## src/rtl/seq_gen_arbiter_pkg.sv

```systemverilog
// -----------------------------------------------------------------------------
// seq_gen_arbiter_pkg
// Shared types and constants for the sequence_gen front-end arbiter.
//   ulogicN       : plain logic vector typedefs reused across the slice
//   arb_state_t   : arbiter FSM states
//   arb_status_t  : status code returned with every result
//   LOAD_CYCLES   : length of the engine load handshake
//   wrap_inc()    : modulo increment used for the round-robin pointer
// -----------------------------------------------------------------------------
package seq_gen_arbiter_pkg;

  typedef logic [15:0] ulogic16;
  typedef logic [16:0] ulogic17;
  typedef logic [63:0] ulogic64;

  typedef enum logic [2:0] {
    IDLE,
    LOAD,
    WAIT,
    RESP,
    CLEAR
  } arb_state_t;

  typedef enum logic [1:0] {
    ST_OK      = 2'd0,
    ST_OVF     = 2'd1,
    ST_ERR     = 2'd2,
    ST_TIMEOUT = 2'd3
  } arb_status_t;

  // The engine expects load held high for this many cycles.
  localparam int LOAD_CYCLES = 2;

  // Increment idx, wrapping to 0 once it reaches n.
  function automatic int wrap_inc(input int idx, input int n);
    return (idx + 1 >= n) ? 0 : idx + 1;
  endfunction

endpackage

```

## src/rtl/seq_gen_arbiter_rr_arbiter.sv

```systemverilog
// -----------------------------------------------------------------------------
// rr_arbiter
// Purely combinational round-robin picker: selects the first asserted request
// at or after ptr, wrapping modulo NUM_REQ.
// Ports:
//   req   in  NUM_REQ  request vector
//   ptr   in  ID_W     highest-priority index for this decision
//   grant out NUM_REQ  one-hot grant (all zero when no request)
//   index out ID_W     encoded index of the granted requester
// -----------------------------------------------------------------------------
module rr_arbiter #(
  parameter int NUM_REQ = 4,
  parameter int ID_W    = $clog2(NUM_REQ)
) (
  input  logic [NUM_REQ-1:0] req,
  input  logic [ID_W-1:0]    ptr,
  output logic [NUM_REQ-1:0] grant,
  output logic [ID_W-1:0]    index
);

  always_comb begin
    int cand;
    // NOTE: every output of a combinational block gets a default before any
    // conditional assignment; a path that leaves one unassigned infers a latch.
    grant = '0;
    index = '0;
    cand  = 0;
    for (int k = 0; k < NUM_REQ; k++) begin
      cand = (int'(ptr) + k) % NUM_REQ;
      // Only the first hit in rotated order wins.
      if (grant == '0 && req[ID_W'(cand)]) begin
        grant[ID_W'(cand)] = 1'b1;
        index              = ID_W'(cand);
      end
    end
  end

endmodule

```

## src/rtl/seq_gen_arbiter.sv

```systemverilog
// -----------------------------------------------------------------------------
// seq_gen_arbiter
// Shares one sequence_gen engine between NUM_REQ clients. A round-robin pick
// latches the winner's mode/order/data, drives the 2-cycle load handshake,
// waits for error/overflow/done, returns a tagged result, then pulses clear.
//
// Optional feature: define SEQ_GEN_ARB_WATCHDOG_EN to abort a job whose WAIT
// phase lasts order+2+WD_SLACK cycles (status TIMEOUT, rsp_data 0).
//
// Ports:
//   clk, reset_n                 clock, asynchronous active-low reset
//   req/req_mode/req_order/req_data  per-client request and job fields
//   gnt                          one-hot 1-cycle accept pulse
//   rsp_valid/rsp_id/rsp_data/rsp_status  tagged result, 1-cycle pulse
//   busy                         high from grant through CLEAR
//   load/clear/fibonacci/triangle/order/data_in  engine controls
//   done/overflow/error/data_out engine completion and result
// -----------------------------------------------------------------------------
module seq_gen_arbiter
  import seq_gen_arbiter_pkg::*;
#(
  parameter int NUM_REQ  = 4,
  parameter int ID_W     = $clog2(NUM_REQ)
`ifdef SEQ_GEN_ARB_WATCHDOG_EN
  ,
  parameter int WD_SLACK = 8
`endif
) (
  input  logic                 clk,
  input  logic                 reset_n,
  input  logic [NUM_REQ-1:0]   req,
  input  logic [NUM_REQ-1:0]   req_mode,
  input  logic [NUM_REQ*16-1:0] req_order,
  input  logic [NUM_REQ*64-1:0] req_data,
  output logic [NUM_REQ-1:0]   gnt,
  output logic                 rsp_valid,
  output logic [ID_W-1:0]      rsp_id,
  output logic [63:0]          rsp_data,
  output logic [1:0]           rsp_status,
  output logic                 busy,
  output logic                 load,
  output logic                 clear,
  output logic                 fibonacci,
  output logic                 triangle,
  output logic [15:0]          order,
  output logic [63:0]          data_in,
  input  logic                 done,
  input  logic                 overflow,
  input  logic                 error,
  input  logic [63:0]          data_out
);

  localparam int LOAD_CNT_W = (LOAD_CYCLES > 1) ? $clog2(LOAD_CYCLES) : 1;

  arb_state_t             state;
  arb_state_t             state_d;
  logic [ID_W-1:0]        ptr;
  logic [NUM_REQ-1:0]     arb_grant;
  logic [ID_W-1:0]        arb_index;
  logic                   armed;
  logic                   accept;
  logic                   finish;
  arb_status_t            status_d;
  ulogic64                result_d;
  logic                   drive_job;
  logic                   last_load;
  logic [LOAD_CNT_W-1:0]  load_cnt;

  // Job latched at grant; drives the engine until CLEAR.
  logic [ID_W-1:0]        job_id;
  logic                   job_mode;
  ulogic16                job_order;
  ulogic64                job_data;

  ulogic64                rsp_data_q;
  arb_status_t            rsp_status_q;

  // Per-client views of the flattened order/data buses.
  ulogic16 order_arr [NUM_REQ];
  ulogic64 data_arr  [NUM_REQ];

  for (genvar g = 0; g < NUM_REQ; g++) begin : g_unpack
    assign order_arr[g] = req_order[g*16 +: 16];
    assign data_arr[g]  = req_data[g*64 +: 64];
  end

  rr_arbiter #(
    .NUM_REQ (NUM_REQ),
    .ID_W    (ID_W)
  ) u_rr_arbiter (
    .req   (req),
    .ptr   (ptr),
    .grant (arb_grant),
    .index (arb_index)
  );

  assign last_load = (load_cnt == LOAD_CNT_W'(LOAD_CYCLES - 1));

`ifdef SEQ_GEN_ARB_WATCHDOG_EN
  ulogic17 wd_cnt;
  logic    wd_expired;

  // wd_cnt is 0 in the first WAIT cycle, so the limit is one less than the
  // WAIT length; 17 bits keep order+WD_SLACK+1 from wrapping at order=FFFF.
  assign wd_expired = (wd_cnt == ({1'b0, job_order} + 17'(WD_SLACK + 1)));

  always_ff @(posedge clk or negedge reset_n) begin
    if (!reset_n) begin
      wd_cnt <= '0;
    end else if (state == WAIT) begin
      wd_cnt <= wd_cnt + 17'd1;
    end else begin
      wd_cnt <= '0;
    end
  end
`endif

  // Next-state and output decode.
  always_comb begin
    state_d  = state;
    accept   = 1'b0;
    finish   = 1'b0;
    status_d = ST_OK;
    result_d = data_out;

    case (state)
      IDLE: begin
        // armed keeps gnt low until the first clock after reset release.
        if (armed && (|req)) begin
          accept  = 1'b1;
          state_d = LOAD;
        end
      end
      LOAD: begin
        if (last_load) state_d = WAIT;
      end
      WAIT: begin
        if (error) begin
          finish   = 1'b1;
          status_d = ST_ERR;
        end else if (overflow) begin
          finish   = 1'b1;
          status_d = ST_OVF;
        end else if (done) begin
          finish   = 1'b1;
          status_d = ST_OK;
        end
`ifdef SEQ_GEN_ARB_WATCHDOG_EN
        else if (wd_expired) begin
          finish   = 1'b1;
          status_d = ST_TIMEOUT;
          result_d = '0;
        end
`endif
        if (finish) state_d = RESP;
      end
      RESP:    state_d = CLEAR;
      CLEAR:   state_d = IDLE;
      default: state_d = IDLE;
    endcase

    // Engine inputs follow the latched job from LOAD until CLEAR.
    drive_job  = (state == LOAD) || (state == WAIT) || (state == RESP);
    gnt        = accept ? arb_grant : '0;
    load       = (state == LOAD);
    clear      = (state == CLEAR);
    fibonacci  = drive_job && !job_mode;
    triangle   = drive_job && job_mode;
    order      = drive_job ? job_order : '0;
    data_in    = drive_job ? job_data : '0;
    rsp_valid  = (state == RESP);
    rsp_id     = job_id;
    rsp_data   = rsp_data_q;
    rsp_status = rsp_status_q;
    busy       = (state != IDLE) || accept;
  end

  // NOTE: sequential state uses non-blocking assignments so every flop samples
  // pre-edge values regardless of statement order.
  always_ff @(posedge clk or negedge reset_n) begin
    if (!reset_n) begin
      state <= IDLE;
    end else begin
      state <= state_d;
    end
  end

  always_ff @(posedge clk or negedge reset_n) begin
    if (!reset_n) begin
      armed        <= 1'b0;
      ptr          <= '0;
      job_id       <= '0;
      job_mode     <= 1'b0;
      job_order    <= '0;
      job_data     <= '0;
      load_cnt     <= '0;
      rsp_data_q   <= '0;
      rsp_status_q <= ST_OK;
    end else begin
      armed <= 1'b1;

      if (accept) begin
        job_id    <= arb_index;
        job_mode  <= req_mode[arb_index];
        job_order <= order_arr[arb_index];
        job_data  <= data_arr[arb_index];
        ptr       <= ID_W'(wrap_inc(int'(arb_index), NUM_REQ));
      end

      load_cnt <= (state == LOAD) ? load_cnt + LOAD_CNT_W'(1) : '0;

      if (finish) begin
        rsp_data_q   <= result_d;
        rsp_status_q <= status_d;
      end
    end
  end

endmodule

```

## config.mk

```make
export PLATFORM = sky130hd
export DESIGN_NAME = seq_gen_arbiter
export DESIGN_NICKNAME = d
export VERILOG_FILES = /design/src/rtl/seq_gen_arbiter_pkg.sv /design/src/rtl/seq_gen_arbiter_rr_arbiter.sv /design/src/rtl/seq_gen_arbiter.sv
export SDC_FILE = /design/constraint.sdc
export NUM_CORES = 1
export LEC_CHECK = 0
export BUFFER_PORTS_ARGS = -buffer_cell sky130_fd_sc_hd__buf_2
export CAP_MARGIN = 20
export CORE_AREA = 2 2 216 218
export CTS_BUF_LIST = sky130_fd_sc_hd__clkbuf_2
export DETAILED_ROUTE_END_ITERATION = 6
export DIE_AREA = 0 0 218 220
export PLACE_DENSITY_LB_ADDON = 0.12
export SYNTH_ARGS = -nofsm -noshare
export SYNTH_HDL_FRONTEND = slang
export SYNTH_SLANG_ARGS = --single-unit
export TNS_END_PERCENT = 1
```

## constraint.sdc

```tcl
create_clock -name clk -period 3.3 [get_ports clk]
set_input_delay 0.165 -clock clk [delete_from_list [all_inputs] [get_ports clk]]
set_output_delay 0.165 -clock clk [all_outputs]
set_load 0.01 [all_outputs]
```

==> results.md, run 1 <==
- The most frequent cell after synthesis is mux2i_1.
- The share of synthesized registers carrying an async set or reset is between 90% and 100%.
- The complex-gate fraction of the synthesized area is 11.9%.
- Summing all placed instances gives a cell area of roughly 13,000 sq um.
- The die outline width is 218 um.
- In this run the clock root is driven by a clkbuf_2.
- The commonest cells after synthesis are mux2i_1 (164), dfrtp_1 (156), nand2_1 (93).
- Counting distinct cell types in the post-synthesis netlist gives 49.
- The count of buffers added on input and output ports is 554.
- Summed over all instances, the cell type with the most area after synthesis is dfrtp_1.
- Of the post-synthesis cell area, the part taken by muxes is 27.3%.
- The count of boundary I/O pins is 555.
- For this design, the sink count on the clock tree is 156.
- The xor/xnor cell area share of the yosys netlist is 0%.
- By area the synthesized netlist is led by dfrtp_1 (43%), mux2i_1 (18%), mux2_2 (8.2%).
- The sequential fraction of the synthesis area is between 40% and 50%.
- The synthesized cell area is 9080 sq um.
- The fraction of post-synthesis cell area in the top cell type by area is between 40% and 50%.
- The gate count after technology mapping is approximately 820.
- The wire-length estimate of the detail-placed layout is 30,500 um.
- In this run, synthesis inferred 0 flip-flops with an integrated enable.
- Among all flip-flop cells after synthesis, the most frequent one is dfrtp_1.
- The synthesized area per cell is 11.1 sq um.
- The first error in the log reads "[ERROR RSZ-0060] Max buffer count reached".
- Buffers inserted during clock tree synthesis total 17.
- The flow stopped in 4_1_cts.
- The number of gates resized after CTS was 27.
- By area, the combinational part of the netlist is dominated by multiplexers.
- No sink is reached through more buffers than the 2 on the longest clock path.
- The simple-gate area share of the yosys netlist is 12.1%.
- The flow did not finish.
- The height of the die is between 200 and 250 um.
- The flip-flop and latch count after synthesis is 156.
- The placement row count is 79.
- The Yosys warning count is 0.
- At the end of routability-driven placement, the weighted congestion stood at ~0.81.
- The hold buffer count at cts is 404.
- The number of H-tree levels is 4.
- Including well taps, the total number of placed cells is 1,977.
- In this run the post-CTS setup repair buffer count came out at 8.
- The post-synthesis net count is 1,223.
- For this configuration, the core starts out at a cell density of 19.8%.
- Of the total synthesized cell area, the portion taken by full adders, half adders and majority gates is 1.10%.
-- cell families after synthesis --
group                    count (synthesis)
AO/OA/AOI/OAI                          131
adder cells (fa/ha/maj)                  8
buffers and inverters                   71
flip-flops                             156
multiplexers                           234
other                                    1
AND/OR/NAND/NOR                        217
-- through the flow --
stage                     hold slack (ns)  worst slack [ns]
after floorplan                    -0.131           -0.0123
after global placement              0.244            -0.133
after detailed placement            0.247            -0.151
==> inputs of run 2 (changes only) <==
Settings changed: CORE_AREA 2 2 216 218 to 2 2 217 219, CTS_BUF_LIST sky130_fd_sc_hd__clkbuf_2 to default, DIE_AREA 0 0 218 220 to 0 0 219 221, PLACE_DENSITY_LB_ADDON 0.12 to 0.15.
Clock period 3.3 ns to 4.3 ns, I/O delays scaled along.
==> results.md, run 2 <==
- The sequential fraction of the synthesis area is 43.0% (unchanged).
- The clock-pin slew reported for the worst setup and hold paths after clock tree synthesis is 0.07 ns.
- The share of synthesized registers carrying an async set or reset was 100% (unchanged).
- The switching power total is 5.23 mW.
- The final cell count without fillers is 2,045.
- The fraction of post-synthesis cell area in the top cell type by area was 43.0% (unchanged).
- STA classifies the critical path endpoint as a flip-flop.
- The signed area change from the synthesized netlist to the final layout is 53.5%.
- The number of instances resized during post-cts repair came to 0 (-100%).
- The synthesized cell area came to 9080 sq um (unchanged).
- The starting density of the core came to 19.7% (-0.085 points).
- Setup violations remaining at the end of the flow were counted as 0.
- The worst pin sits at a relative slew slack of 38.6%.
- The die footprint is 48,400 sq um.
- The switching share of power is between 40% and 50%.
- The maximum operating frequency is 254 MHz.
- Global routing consumed, over all layers together, between 10% and 20% of the routing resources.
- The gate count after technology mapping was 818 (unchanged).
- The cell count after placement is 1,938 (-2.0%).
- The TritonCTS clock tree is yes.
- The remaining antenna violation count is 0.
- The sequential cell fraction of total power is 21.7%.
- For this run, design rule violations remaining after detail routing come to 0.
- The total grt overflow is 0.
- The slowest library cell on the worst path is mux4_2.
- The worst hold path belongs to the class input port to flip-flop.
- The worst hold-check slack is 0.0540 ns.
- The tool flagged a number of max-cap violations equal to 0.
- The deepest clock path buffer count is 2 (unchanged).
- The flow ran to the end, and the final reports show no timing, DRC or antenna violations.
- In the final routed layout, each cell accounts on average for 18.7 um.
- The fill cell instance count of the final layout is 4,904.
- The signal arrival time at the worst endpoint is between 4 and 5 ns.
- The die outline width is 219 um (+0.46%).
- The number of H-tree levels is 4 (unchanged).
- Across the VDD grid, the largest voltage drop is 0.586 mV.
- The peak per-stage delay on the critical path is 0.56 ns.
- The number of antenna violations at the first check in global routing is 8.
- Ranked by total cell area, the synthesized netlist is headed by dfrtp_1 (43%), mux2i_1 (18%), mux2_2 (8.2%).
- The clock period minus worst slack is 3.94 ns.
- The worst path uses 91.6% of the clock period.
- The hold buffer count at cts came to 71 (-82%).
- The height of the die is 221 um (+0.45%).
- Setup total negative slack on the finished layout was measured at 0 ns.
- The max-slew violation count came to 0.
- The Yosys warning count was 0 (unchanged).
- The final estimated routing congestion in global placement was 0.865 (+6.3%).
- The flip-flop and latch count after synthesis is 156 (unchanged).
- The post-synthesis net count is 1,223 (unchanged).
- The clock share of power is 13.5%.
- The placement row count is 79 (unchanged).
- The design draws 12.0 mW.
- Power spread over the standard cell area amounts to 860 nW/um^2.
- The first global-routing pass estimated ~57,000 um of wire.
- The CTS root buffer is clkbuf_16.
- STA classifies the critical path startpoint as a flip-flop.
- The main flop type after synthesis is dfrtp_1.
- The routed design has ~38,000 um of wire.
- The signal on the critical path passes through inv_1, ha_1, mux4_2, nand2_1, o2111ai_2, o41ai_1, o31ai_1, a21oi_4, buf_12, mux2i_1, dlygate4sd3_1, o221ai_1.
- Leaving out fill and tap cells, the most frequent cells in the layout are buf_2 (553), mux2i_1 (164), dfrtp_1 (156).
- The endpoint required time on the critical path is roughly 4.7 ns.
- The finished cells cover about 14,000 sq um.
- The analysis attributes to cell leakage a power of slightly above 7 nW.
- The detailed-routing iteration count for the pre-antenna-repair pass is 6.
- The count of endpoints failing hold in the final timing report is 0.
- The count of boundary I/O pins is 555 (unchanged).
- The instance area after placement is 12,600 sq um (-3.0%).
- The via count is 8,952.
- In the post-synthesis netlist, the cell with the most instances is mux2i_1.
- The clock reaches the later pin of the worst-skew pair after 0.48 ns.
- Sorting the synthesized cells by how often they occur yields mux2i_1 (164), dfrtp_1 (156), nand2_1 (93).
- Setup repair after global routing left no endpoint under its margin.
- The synthesized design spends more area on one cell type than any other, namely dfrtp_1.
- The number of sinks driven by the clock tree is 156 (unchanged).
- The maximum number of pins on one net before global-route repair is 71.
- For the final database, setup skew stands at 0.00711 ns.
- In this run, the number of DRC markers left after iteration 0 of detailed routing was 352.
- The net count of the finished layout is 1,826.
- The clock buffer count from CTS is 17 (unchanged).
- The via density per instance is between 4 and 5.
- The via count of the first global-routing pass was about 9,600.
- The number of enable-type register cells in the synthesized netlist is 0 (unchanged).
- The synthesized area per cell is 11.1 sq um (unchanged).
- The type of the setup path with the least slack is flip-flop to flip-flop.
- The share of total power dissipated in combinational logic is around 65%.
- At the pin with the least slew margin, the transition time is 0.919 ns.
- The number of library cell types mapped by synthesis is 49 (unchanged).
- The post-route netlist has 48.2% of its cells at a drive strength greater than 1.
- The leading cell type in the layout, fill and taps excluded is buf_2.
- After floorplanning, the core was sized to cover 46,100 sq um.
- The post-CTS setup-driven buffer insertion count is 0 (-8).
- Cell internal power was estimated by the tool at 6.75 mW.
- The placed wire-length estimate is 28,900 um (-5.2%).
- The top fanout value on the critical path is 28.
- The count of input and output buffers is 554 (unchanged).
## run 2: cell counts after synthesis
Identical to the previous run, type by type.
## run 2: through the flow
stage | setup slack, ns | utilization, %
4_1_cts | 0.345 | 30.2
3_5_place_dp | 0.563 | 27.4
5_1_grt | 0.0381 | 30.2
3_3_place_gp | 0.661 | 27.4
2_1_floorplan | 0.809 | -
6_report | 0.361 | 30.3
## run 2: worst paths after layout
path / startpoint / slack (ns) / to / cells after the start
setup reg to reg: ptr[0] / 0.36 / job_order[8] / 12
hold / removal: req_data[90] / 0.05 / job_data[26] / 3
min in group asynchronous: reset_n / 0.33 / rsp_data[55] / 2
hold reg to reg: last_load / 0.47 / last_load / 1
max in group asynchronous: reset_n / 3.05 / job_data[29] / 3
setup / recovery: ptr[0] / 0.36 / job_order[8] / 12
## run 2: worst max-delay path, delay by kind of cell, from the launching register on
family,cells,cell delay (ns)
buffers and inverters,3,0.94
AOI/OAI and AO/OA,5,1.23
muxes,2,0.76
and+or+nand+nor,1,0.12
adders and majority gates,1,0.36
DFF,1,0.34
## run 2: cell type report
class / count / area [sq um] / share of cell area [%]
Inverter: 5 / 18.8 / 0.135
Multi-Input combinational cell: 591 / 4800 / 34.4
Antenna cell: 5 / 12.5 / 0.0898
Clock inverter: 13 / 165 / 1.19
Tap cell: 607 / 759 / 5.45
Sequential cell: 156 / 3900 / 28.0
Clock buffer: 18 / 439 / 3.15
Timing Repair Buffer: 650 / 3840 / 27.6
## run 2: cell families after synthesis
logic type               share of synthesized area, %
AO/OA/AOI/OAI                                    11.9
AND/OR/NAND/NOR                                  12.1
flip-flops                                       43.0
other                                          0.0413
adder cells (fa/ha/maj)                          1.10
multiplexers                                     27.3
buffers and inverters                            4.63
## run 2: metal layers
metal | share of wire (%) | global-route usage (%) | wire, um | up-vias
li1 | - | - | - | 4230
met1 | 40 | 17.7 | 15300 | 4289
met2 | 50 | 27.4 | 19100 | 386
met3 | 8.4 | 5.64 | 3230 | 39
met4 | 1.7 | 4.97 | 657 | 8
met5 | 0.16 | 0 | 60 | -
## run 2: power by group through the flow
stage	clock, mW	sequential [mW]	combinational, mW
floorplan	0	2.67	5.32
global placement	0	2.61	7.79
detailed placement	0	2.62	7.84
CTS	1.71	2.61	7.92
global route	1.75	2.70	8.45
finish	1.62	2.59	7.76
Note: power is estimated with default switching activity, not from simulation.
==> inputs of run 3 (changes only) <==
Settings changed: MAX_ROUTING_LAYER from default to met4.
==> results.md, run 3 (synthesis results as in run 2) <==
- The flow ran to the end, and the final reports show no timing, DRC or antenna violations.
- The total grt overflow is 0 (unchanged).
- The critical path launch point type is a flip-flop.
- The die footprint is 48,400 sq um (unchanged).
- The top cell types in the final layout, fill and taps aside, are buf_2 (553), mux2i_1 (164), dfrtp_1 (156).
- Setup repair after global routing left no endpoint under its margin.
- The via count of the first global-routing pass was 9,607 (+0.24%).
- The number of H-tree levels came to 4 (unchanged).
- The slowest library cell on the worst path is mux4_2.
- The CTS root buffer is clkbuf_16.
- The top fanout value on the critical path is 28 (unchanged).
- The starting density of the core came to 19.7% (unchanged).
- The clock-pin slew reported for the worst setup and hold paths after clock tree synthesis is 0.07 ns (about the same).
- The final setup violation count is 0 (unchanged).
- The placed wire-length estimate came to 28,900 um (unchanged).
- The max-slew violation count is 0 (unchanged).
- The sequential cell fraction of total power is 21.6% (about the same).
- The deepest clock path buffer count is 2 (unchanged).
- The leading cell type in the layout, fill and taps excluded is buf_2.
- The switching share of power is 43.7% (about the same).
- The initial DRC count is 293 (-17%).
- The maximum number of pins on one net before global-route repair came to 71 (unchanged).
- The detailed-routing iteration count for the pre-antenna-repair pass is 4 (-2).
- The number of nets in the layout is 1,826 (unchanged).
- The first-pass GRT wire length was 56,800 um (-0.25%).
- The headroom to the max-slew limit came to 39.0% (+0.36 points).
- The fraction of layout instances using a drive strength above 1 was 48.2% (unchanged).
- The fill cell instance count of the final layout was 4,903 (-0.020%).
- The endpoint required time on the critical path is 4.65 ns (about the same).
- The count of boundary I/O pins is 555 (unchanged).
- The worst-margin pin slew was 0.916 ns (-0.00319 ns).
- The worst setup skew after layout was 0.00980 ns (+0.00269 ns).
- The peak per-stage delay on the critical path is 0.56 ns (about the same).
- The via count is 8,948 (-0.045%).
- The signal arrival time at the worst endpoint was 4.33 ns (+0.05 ns).
- The startpoint of the lowest-slack hold path is req_data[90].
- The peak supply drop came to 0.585 mV (about the same).
- The hold buffer count at cts was 71 (unchanged).
- The remaining design rule violation count is 0 (unchanged).
- The ratio of final minimum period to clock period is 92.6% (+1.0 points).
- The TritonCTS clock tree is yes.
- The die outline width was 219 um (unchanged).
- The path with the worst hold slack has its endpoint at job_data[26].
- The remaining antenna violation count is 0 (unchanged).
- The number of antenna violations at the first check in global routing came to 8 (unchanged).
- The cell class contributing the biggest share of worst-path delay is compound AO/OA/AOI/OAI gates.
- The number of max-cap violations is 0 (unchanged).
- The placeable core region came to 46,100 sq um (unchanged).
- The clock share of power is 13.6% (about the same).
- The worst hold-check slack came to 0.0516 ns (-0.00242 ns).
- The combined buffer and inverter count along the critical path was 3 (unchanged).
- The count of input and output buffers was 554 (unchanged).
- The signed area change from the synthesized netlist to the final layout was 53.6% (about the same).
- The number of instances resized during post-cts repair is 0 (unchanged).
- The height of the die was 221 um (unchanged).
- The total global routing track utilization is 16.2% (+0.49 points).
- The category of the worst setup path capture point is a flip-flop.
- The reg-to-reg critical path endpoint is job_order[8].
- The startpoint identified for the worst register-to-register timing path is ptr[0].
- Walking the worst path, the cells encountered are inv_1, ha_1, mux4_2, nand2_1, o2111ai_2, o41ai_1, o31ai_1, a21oi_4, buf_12, mux2i_1, dlygate4sd3_1, o221ai_1.
- The average wire per cell in the routed design is 18.7 um (-0.25%).
- The number of cells traversed by the worst hold path is 3 (unchanged).
- The power density over cell area was 859 nW/um^2 (about the same).
- The leakage power is 7.25 nW (about the same).
- The worst reg2reg path depth is 12 (unchanged).
- The summed negative setup slack over all endpoints is 0 ns (unchanged).
- The final estimated routing congestion in global placement was 0.879 (+1.6%).
- The share of power burned in combinational logic is 64.7% (about the same).
- The via density per instance is 4.37 (-0.24%).
- The switching power total is 5.24 mW (+0.11%).
- The clock period minus worst slack came to 3.98 ns (+0.0433 ns).
- The placement row count is 79 (unchanged).
- The number of sinks driven by the clock tree is 156 (unchanged).
- The post-CTS setup-driven buffer insertion count is 0 (unchanged).
- The worst reg-to-reg setup slack was 0.32 ns (-0.04 ns).
- The setup path with the least slack is of type flip-flop to flip-flop.
- The cell internal power dissipation is 6.75 mW (about the same).
- The clock buffer count from CTS came to 17 (unchanged).
- The maximum operating frequency came to 251 MHz (-1.1%).
- The count of endpoints failing hold in the final timing report was 0 (unchanged).
- The tightest min-delay check is of the input port to flip-flop type.
- The wire length after detailed routing is 38,300 um (about the same).
- The clock latency of the later-clocked register in the worst-skew pair is 0.48 ns (about the same).
## run 3: cell types whose count changed in the layout (fill, tap and decap cells not counted)
cell     change
diode_2      +4
## run 3: layout make-up
cell class                 instances  area (sq um)  area share [%]
multi-input combinational        591          4800            34.4
inverter                           5          18.8           0.135
clock inverter                    13           165            1.18
sequential                       156          3900            28.0
timing repair buffer             650          3840            27.5
tap                              607           759            5.45
antenna                            9          22.5           0.161
clock buffer                      18           439            3.15
## run 3: worst register-to-register path, cell delays in order, from the launching register on
cell           delay (ns)
dfrtp_1              0.34
inv_1                0.14
ha_1                 0.36
mux4_2               0.56
nand2_1              0.12
o2111ai_2            0.21
o41ai_1              0.48
o31ai_1              0.19
a21oi_4              0.30
buf_12               0.25
mux2i_1              0.24
dlygate4sd3_1        0.55
o221ai_1             0.11
## run 3: routing by layer
metal / GRT usage, % / vias up / wire length [um]
met1: 17.8 / 4300 / 15400
met5: - / - / 0
li1: - / 4246 / -
met3: 5.50 / 31 / 3220
met4: 5.23 / 0 / 760
met2: 27.4 / 371 / 19000
## run 3: how the worst max path moves through the flow
stage | startpoint | to | slack (ns) | cells past startpoint
after global routing | ptr[0] | job_order[8] | 0.04 | 12
after detailed placement | ptr[0] | job_data[48] | 0.56 | 12
after CTS | ptr[0] | job_order[8] | 0.35 | 12
after global placement | ptr[0] | job_data[60] | 0.66 | 12
final | ptr[0] | job_order[8] | 0.32 | 12
after floorplan | ptr[0] | job_data[0] | 0.81 | 13
## run 3: power groups by stage
stage	clock network (mW)	registers [mW]	logic, mW
finish	1.63	2.59	7.76
CTS	1.71	2.61	7.92
global route	1.76	2.70	8.45
global placement	0	2.61	7.79
detailed placement	0	2.62	7.84
floorplan	0	2.67	5.32
## run 3: stage by stage
| step | area, sq um | setup WS, ns | util [%] | total power [mW] | cells |
|---|---|---|---|---|---|
| global route | 13900 | 0.0431 | 30.3 | 12.9 | 2048 |
| global placement | 12600 | 0.661 | 27.4 | 10.4 | 1938 |
| floorplan | 9080 | 0.809 | - | 7.99 | 818 |
| CTS | 13900 | 0.345 | 30.2 | 12.2 | 2040 |
| detailed placement | 12600 | 0.563 | 27.4 | 10.5 | 1938 |
| finish | 13900 | 0.318 | 30.3 | 12.0 | 2049 |
